==> src/rtl/adder_pkg.sv <==
// Shared types and helpers for the digit-serial adder.
package adder_pkg;

    typedef enum logic [1:0] {
        ST_IDLE = 2'd0,
        ST_RUN  = 2'd1,
        ST_DONE = 2'd2
    } state_e;

    // The digit counter needs at least one bit, even when WIDTH == DIGIT.
    function automatic int cnt_width(input int width, input int digit);
        int n;
        n = width / digit;
        return (n > 1) ? $clog2(n) : 1;
    endfunction

endpackage

==> src/rtl/digit_adder.sv <==
// DIGIT-bit ripple adder slice; cmsb is the carry into the slice's top bit.
module digit_adder #(
    parameter int DIGIT = 4
) (
    input  logic [DIGIT-1:0] x,
    input  logic [DIGIT-1:0] y,
    input  logic             cin,
    output logic [DIGIT-1:0] s,
    output logic             cout,
    output logic             cmsb
);

    logic [DIGIT:0] full;

    always_comb begin
        full = {1'b0, x} + {1'b0, y} + {{DIGIT{1'b0}}, cin};
        s    = full[DIGIT-1:0];
        cout = full[DIGIT];
        // Top sum bit is x ^ y ^ carry-in, so the carry-in falls out by XOR.
        cmsb = full[DIGIT-1] ^ x[DIGIT-1] ^ y[DIGIT-1];
    end

endmodule

==> src/rtl/serial_adder.sv <==
// Digit-serial add/subtract: one DIGIT-wide slice per RUN cycle, LSB digit first,
// with a valid/ready handshake on both operand and result sides.
module serial_adder
    import adder_pkg::*;
#(
    parameter int WIDTH = 16,
    parameter int DIGIT = 4
) (
    input  logic             clk,
    input  logic             rst_n,
    input  logic             in_valid,
    output logic             in_ready,
    input  logic [WIDTH-1:0] a,
    input  logic [WIDTH-1:0] b,
    input  logic             c_in,
    input  logic             sub,
    output logic             out_valid,
    input  logic             out_ready,
    output logic [WIDTH-1:0] sum,
    output logic             c_out,
    output logic             ovf
);

    localparam int            NDIG = WIDTH / DIGIT;
    localparam int            CW   = cnt_width(WIDTH, DIGIT);
    localparam logic [CW-1:0] LAST = CW'(NDIG - 1);

    if (DIGIT < 1 || DIGIT > WIDTH || (WIDTH % DIGIT) != 0) begin : g_bad_params
        $error("serial_adder: DIGIT must be in 1..WIDTH and divide WIDTH");
    end

    state_e            state_q, state_d;
    logic [CW-1:0]     cnt_q, cnt_d;
    logic              carry_q, carry_d;
    logic [WIDTH-1:0]  sum_q, sum_d;
    logic              c_out_q, c_out_d;
    logic              ovf_q, ovf_d;
    logic              out_valid_q, out_valid_d;
    logic [WIDTH-1:0]  a_q, a_d;
    logic [WIDTH-1:0]  b_q, b_d;

    int                base;
    logic [DIGIT-1:0]  dig_x, dig_y, dig_s;
    logic              dig_cout, dig_cmsb;

    always_comb begin
        base  = int'(cnt_q) * DIGIT;
        dig_x = a_q[base +: DIGIT];
        dig_y = b_q[base +: DIGIT];
    end

    digit_adder #(.DIGIT(DIGIT)) u_digit (
        .x    (dig_x),
        .y    (dig_y),
        .cin  (carry_q),
        .s    (dig_s),
        .cout (dig_cout),
        .cmsb (dig_cmsb)
    );

    always_comb begin
        state_d     = state_q;
        cnt_d       = cnt_q;
        carry_d     = carry_q;
        sum_d       = sum_q;
        c_out_d     = c_out_q;
        ovf_d       = ovf_q;
        out_valid_d = out_valid_q;
        a_d         = a_q;
        b_d         = b_q;
        case (state_q)
            ST_IDLE: begin
                // Subtraction is A + ~B + 1, so c_in is replaced by 1.
                if (in_valid) begin
                    a_d     = a;
                    b_d     = b ^ {WIDTH{sub}};
                    carry_d = sub ? 1'b1 : c_in;
                    cnt_d   = '0;
                    state_d = ST_RUN;
                end
            end
            ST_RUN: begin
                sum_d[base +: DIGIT] = dig_s;
                carry_d              = dig_cout;
                cnt_d                = cnt_q + CW'(1);
                if (cnt_q == LAST) begin
                    c_out_d     = dig_cout;
                    ovf_d       = dig_cout ^ dig_cmsb;
                    cnt_d       = '0;
                    out_valid_d = 1'b1;
                    state_d     = ST_DONE;
                end
            end
            ST_DONE: begin
                if (out_ready) begin
                    out_valid_d = 1'b0;
                    state_d     = ST_IDLE;
                end
            end
            default: begin
                out_valid_d = 1'b0;
                state_d     = ST_IDLE;
            end
        endcase
    end

    always_ff @(posedge clk or negedge rst_n) begin
        if (!rst_n) begin
            state_q     <= ST_IDLE;
            cnt_q       <= '0;
            carry_q     <= 1'b0;
            sum_q       <= '0;
            c_out_q     <= 1'b0;
            ovf_q       <= 1'b0;
            out_valid_q <= 1'b0;
        end else begin
            state_q     <= state_d;
            cnt_q       <= cnt_d;
            carry_q     <= carry_d;
            sum_q       <= sum_d;
            c_out_q     <= c_out_d;
            ovf_q       <= ovf_d;
            out_valid_q <= out_valid_d;
        end
    end

    // Operand registers are only read in RUN, after a load, so they need no reset.
    always_ff @(posedge clk) begin
        a_q <= a_d;
        b_q <= b_d;
    end

    assign in_ready  = (state_q == ST_IDLE);
    assign out_valid = out_valid_q;
    assign sum       = sum_q;
    assign c_out     = c_out_q;
    assign ovf       = ovf_q;

endmodule

==> config.mk <==
export PLATFORM = sky130hd
export DESIGN_NAME = serial_adder
export DESIGN_NICKNAME = d
export VERILOG_FILES = /design/src/rtl/adder_pkg.sv /design/src/rtl/digit_adder.sv /design/src/rtl/serial_adder.sv
export SDC_FILE = /design/constraint.sdc
export NUM_CORES = 1
export LEC_CHECK = 0
export CAP_MARGIN = 25
export CORE_ASPECT_RATIO = 2
export CORE_MARGIN = 3
export CORE_UTILIZATION = 40
export DETAILED_ROUTE_END_ITERATION = 8
export PLACE_DENSITY = 0.66
export SKIP_LAST_GASP = 1
export SLEW_MARGIN = 20
export SYNTH_ARGS = -nofsm -noshare
export SYNTH_HDL_FRONTEND = slang
export SYNTH_SLANG_ARGS = --single-unit
==> constraint.sdc <==
create_clock -name clk -period 5 [get_ports clk]
set_input_delay 0.75 -clock clk [delete_from_list [all_inputs] [get_ports clk]]
set_output_delay 0.75 -clock clk [all_outputs]
set_load 0.01 [all_outputs]
==> impl_metrics.csv <==
group,metric,value,unit
status,outcome,"complete, no violations",
pwr,p_sw_frac,0.352,
final_layout,seq_area,0.00156,mm2
place,dp.cells,270,
sta,grt_setup_unrepaired,"false",
pwr,combinationalPowerShare,0.441,
cts,cts_buffer_depth,2,
floorplan,die_w,61.4,um
routing,post_drt_wl_per_cell,17.6,um
global_route,grt_pass1_vias,1642,
sta,fmax,0.295,GHz
final_layout,num-fill-cells,496,
pwr,internal_power,0.00130,W
final_layout,mostFrequentLayoutCell,"clkdlybuf4s50_1",
cts,cts_tree,"yes",
place,hpwl,3.82,mm
worst_setup_path,cp-start-kind,"register",
cts,postCtsSetupBuffers,0,
sta,period_share,0.678,
pwr,peakVddDrop,0.265,mV
worst_setup_path,crit_path_end_kind,"register",
pwr,power.share.clock,0.194,
pwr,p_sw,0.000704,W
worst_setup_path,crit_family,"adder cells",
place,gp_congestion,0.811,
cts,cts_buffers,5,
floorplan,start_util,0.423,
floorplan,fp.dieArea,0.00717,mm2
routing,antenna_left,0,
run,drv_cap,0,
cts,cts_sinks,56,
logic_synthesis,syn_inst,156,
worst_setup_path,slowest_delay,0.83,ns
final_layout,fin_cells,278,
floorplan,io_pins,58,
routing,wl,4.89,mm
sta,post-route-min-period,3.39,ns
sta,relSlewSlack,0.415,
routing,drc_errors,0,
cts,cts_root_buf,"clkbuf_16",
routing,drt_first_pass_iters,4,
final_layout,nets,265,
routing,vias,1490,
logic_synthesis,synthDistinctLibCells,26,
floorplan,rows,39,
final_layout,layout-drive-gt1-share,0.0783,
worst_setup_path,path_max_fanout,17,
floorplan,coreArea,0.00581,mm2
place,numPortBuffers,57,
global_route,grt_use_total,0.154,
sta,finalSetupViolCount,0,
logic_synthesis,syn_area,0.00246,mm2
sta,worst_pin_slew,0.875,ns
pwr,p_leak,1.29,nW
worst_setup_path,path_buf_inv,0,
sta,tns,0,ns
logic_synthesis,syn_nets,205,
worst_setup_path,slowest_stage,"dfrtp_1",
worst_setup_path,critPathArrivalTime,3.61,ns
cts,holdBufCountCts,0,
global_route,grt_max_degree,25,
global_route,overflow,0,
cts,cts_resized,0,
final_layout,diodes,0,
final_layout,syn_to_final_growth,32.5,%
pwr,power_frac_seq,0.365,
logic_synthesis,synth.avg_cell_area,15.7,um2
logic_synthesis,seq_area_frac_synth,0.636,
worst_hold_path,min-delay-path-class,"in2async",
routing,drt-initial-drc-count,39,
global_route,grt_pass1_wl,7.78,mm
global_route,antenna_found_initial,0,
worst_setup_path,critical_path_required,5.22,ns
sta,skew,0.00426,ns
worst_setup_path,crit_chain,"mux4_2 > fa_1 > fa_1 > a21o_1 > a21oi_1 > xnor3_1 > xnor2_1 > o21ai_1",
cts,clk_latency,0.30,ns
floorplan,die_h,117,um
sta,finalHoldViolations,0,
final_layout,multiInputGateArea,861,um2
pwr,cellPowerDensity,615,mW/mm2
cts,clk_pin_slew,0.07,ns
sta,drv_slew,0,
final_layout,final_cell_mix,"clkdlybuf4s50_1 (56), edfxtp_1 (32), dfrtp_1 (24), xor2_1 (17), a22o_1 (16)",
routing,vias_per_cell,5.36,
worst_setup_path,cp_common_cell,"fa_1",
logic_synthesis,ys_seq_elements,56,
logic_synthesis,yosysWarningCount,0,
worst_setup_path,critical_path_class,"reg2reg",
cts,htreeDepth,2,
cell usage after synthesis:
library cell	number	area share
dfrtp_1	24	0.24
nor2_1	4	0.0061
o221ai_1	1	0.0036
a22o_1	16	0.057
inv_1	3	0.0046
xnor3_1	1	0.0092
nand3_1	2	0.0041
nor4_1	1	0.0025
buf_2	3	0.0061
xor2_1	17	0.061
ha_1	9	0.046
nor4b_2	1	0.0061
nand2_1	13	0.020
o21ai_0	3	0.0061
a21o_1	2	0.0061
xnor2_1	2	0.0071
mux4_2	8	0.073
nand2b_1	1	0.0025
o31ai_1	2	0.0061
o21ai_1	1	0.0020
edfxtp_1	32	0.39
a21oi_1	3	0.0061
clkbuf_1	2	0.0031
fa_1	2	0.016
and4_1	2	0.0071
nor2b_1	1	0.0025
layout make-up:
| class | instances | share of cell area |
|---|---|---|
| Sequential cell | 56 | 0.480 |
| Multi-Input combinational cell | 92 | 0.265 |
| Timing Repair Buffer | 58 | 0.178 |
| Clock buffer | 5 | 0.0385 |
| Tap cell | 61 | 0.0235 |
| Clock inverter | 3 | 0.0115 |
| Inverter | 3 | 0.00346 |
cells by family (layout without fill, tap and decap cells):
family | after synthesis | after routing | share of synthesized area
AO/OA/AOI/OAI | 28 | 28 | 0.0871
flip-flops | 56 | 56 | 0.636
buffers and inverters | 8 | 69 | 0.0138
adder cells (fa/ha/maj) | 11 | 11 | 0.0622
multiplexers | 8 | 8 | 0.0734
XOR/XNOR | 20 | 20 | 0.0769
AND/OR/NAND/NOR | 25 | 25 | 0.0509
registers in the layout, indices dropped and copies added, names as in the netlist:
signal	cells
carry_q	1
out_valid	1
a_q	16
ovf	1
c_out	1
state_q	2
cnt_q	2
b_q	16
sum	16
per-stage QoR:
stage                util  cell area (um2)  hold WS [ns]  setup WS, ns  total power, W
floorplan               -             2460         0.454          1.92         0.00130
global placement    0.530             3080         0.486          1.72         0.00161
detailed placement  0.533             3100         0.483          1.59         0.00164
CTS                 0.561             3260         0.499          1.55         0.00203
global route        0.560             3250         0.457          1.41         0.00213
finish              0.560             3250         0.420          1.61         0.00200
worst paths after layout:
kind / to / from / slack, ns / cells past startpoint
worst max-delay path: ovf / cnt_q[0] / 1.61 / 8
worst min-delay path: cnt_q[0] / rst_n / 0.42 / 1
max in group asynchronous: state_q[1] / rst_n / 4.23 / 1
min in group clk: c_out / c_out / 0.50 / 2
worst max register to register: ovf / cnt_q[0] / 1.61 / 8
worst min register to register: c_out / c_out / 0.50 / 2
per-layer routing:
metal / up-vias / track usage / share of wire
met5: - / 0 / 0
met4: 0 / 0.101 / 0.043
met3: 15 / 0.0373 / 0.044
met2: 52 / 0.287 / 0.58
met1: 724 / 0.137 / 0.33
li1: 699 / - / -
power groups by stage:
stage	Sequential [W]	Combinational [W]	Clock, W
after floorplan	0.000719	0.000585	0
after global placement	0.000737	0.000869	0
after detailed placement	0.000744	0.000901	0
after CTS	0.000735	0.000902	0.000397
after global routing	0.000751	0.000970	0.000410
final	0.000730	0.000882	0.000389
Power figures use the tool's default switching activity.
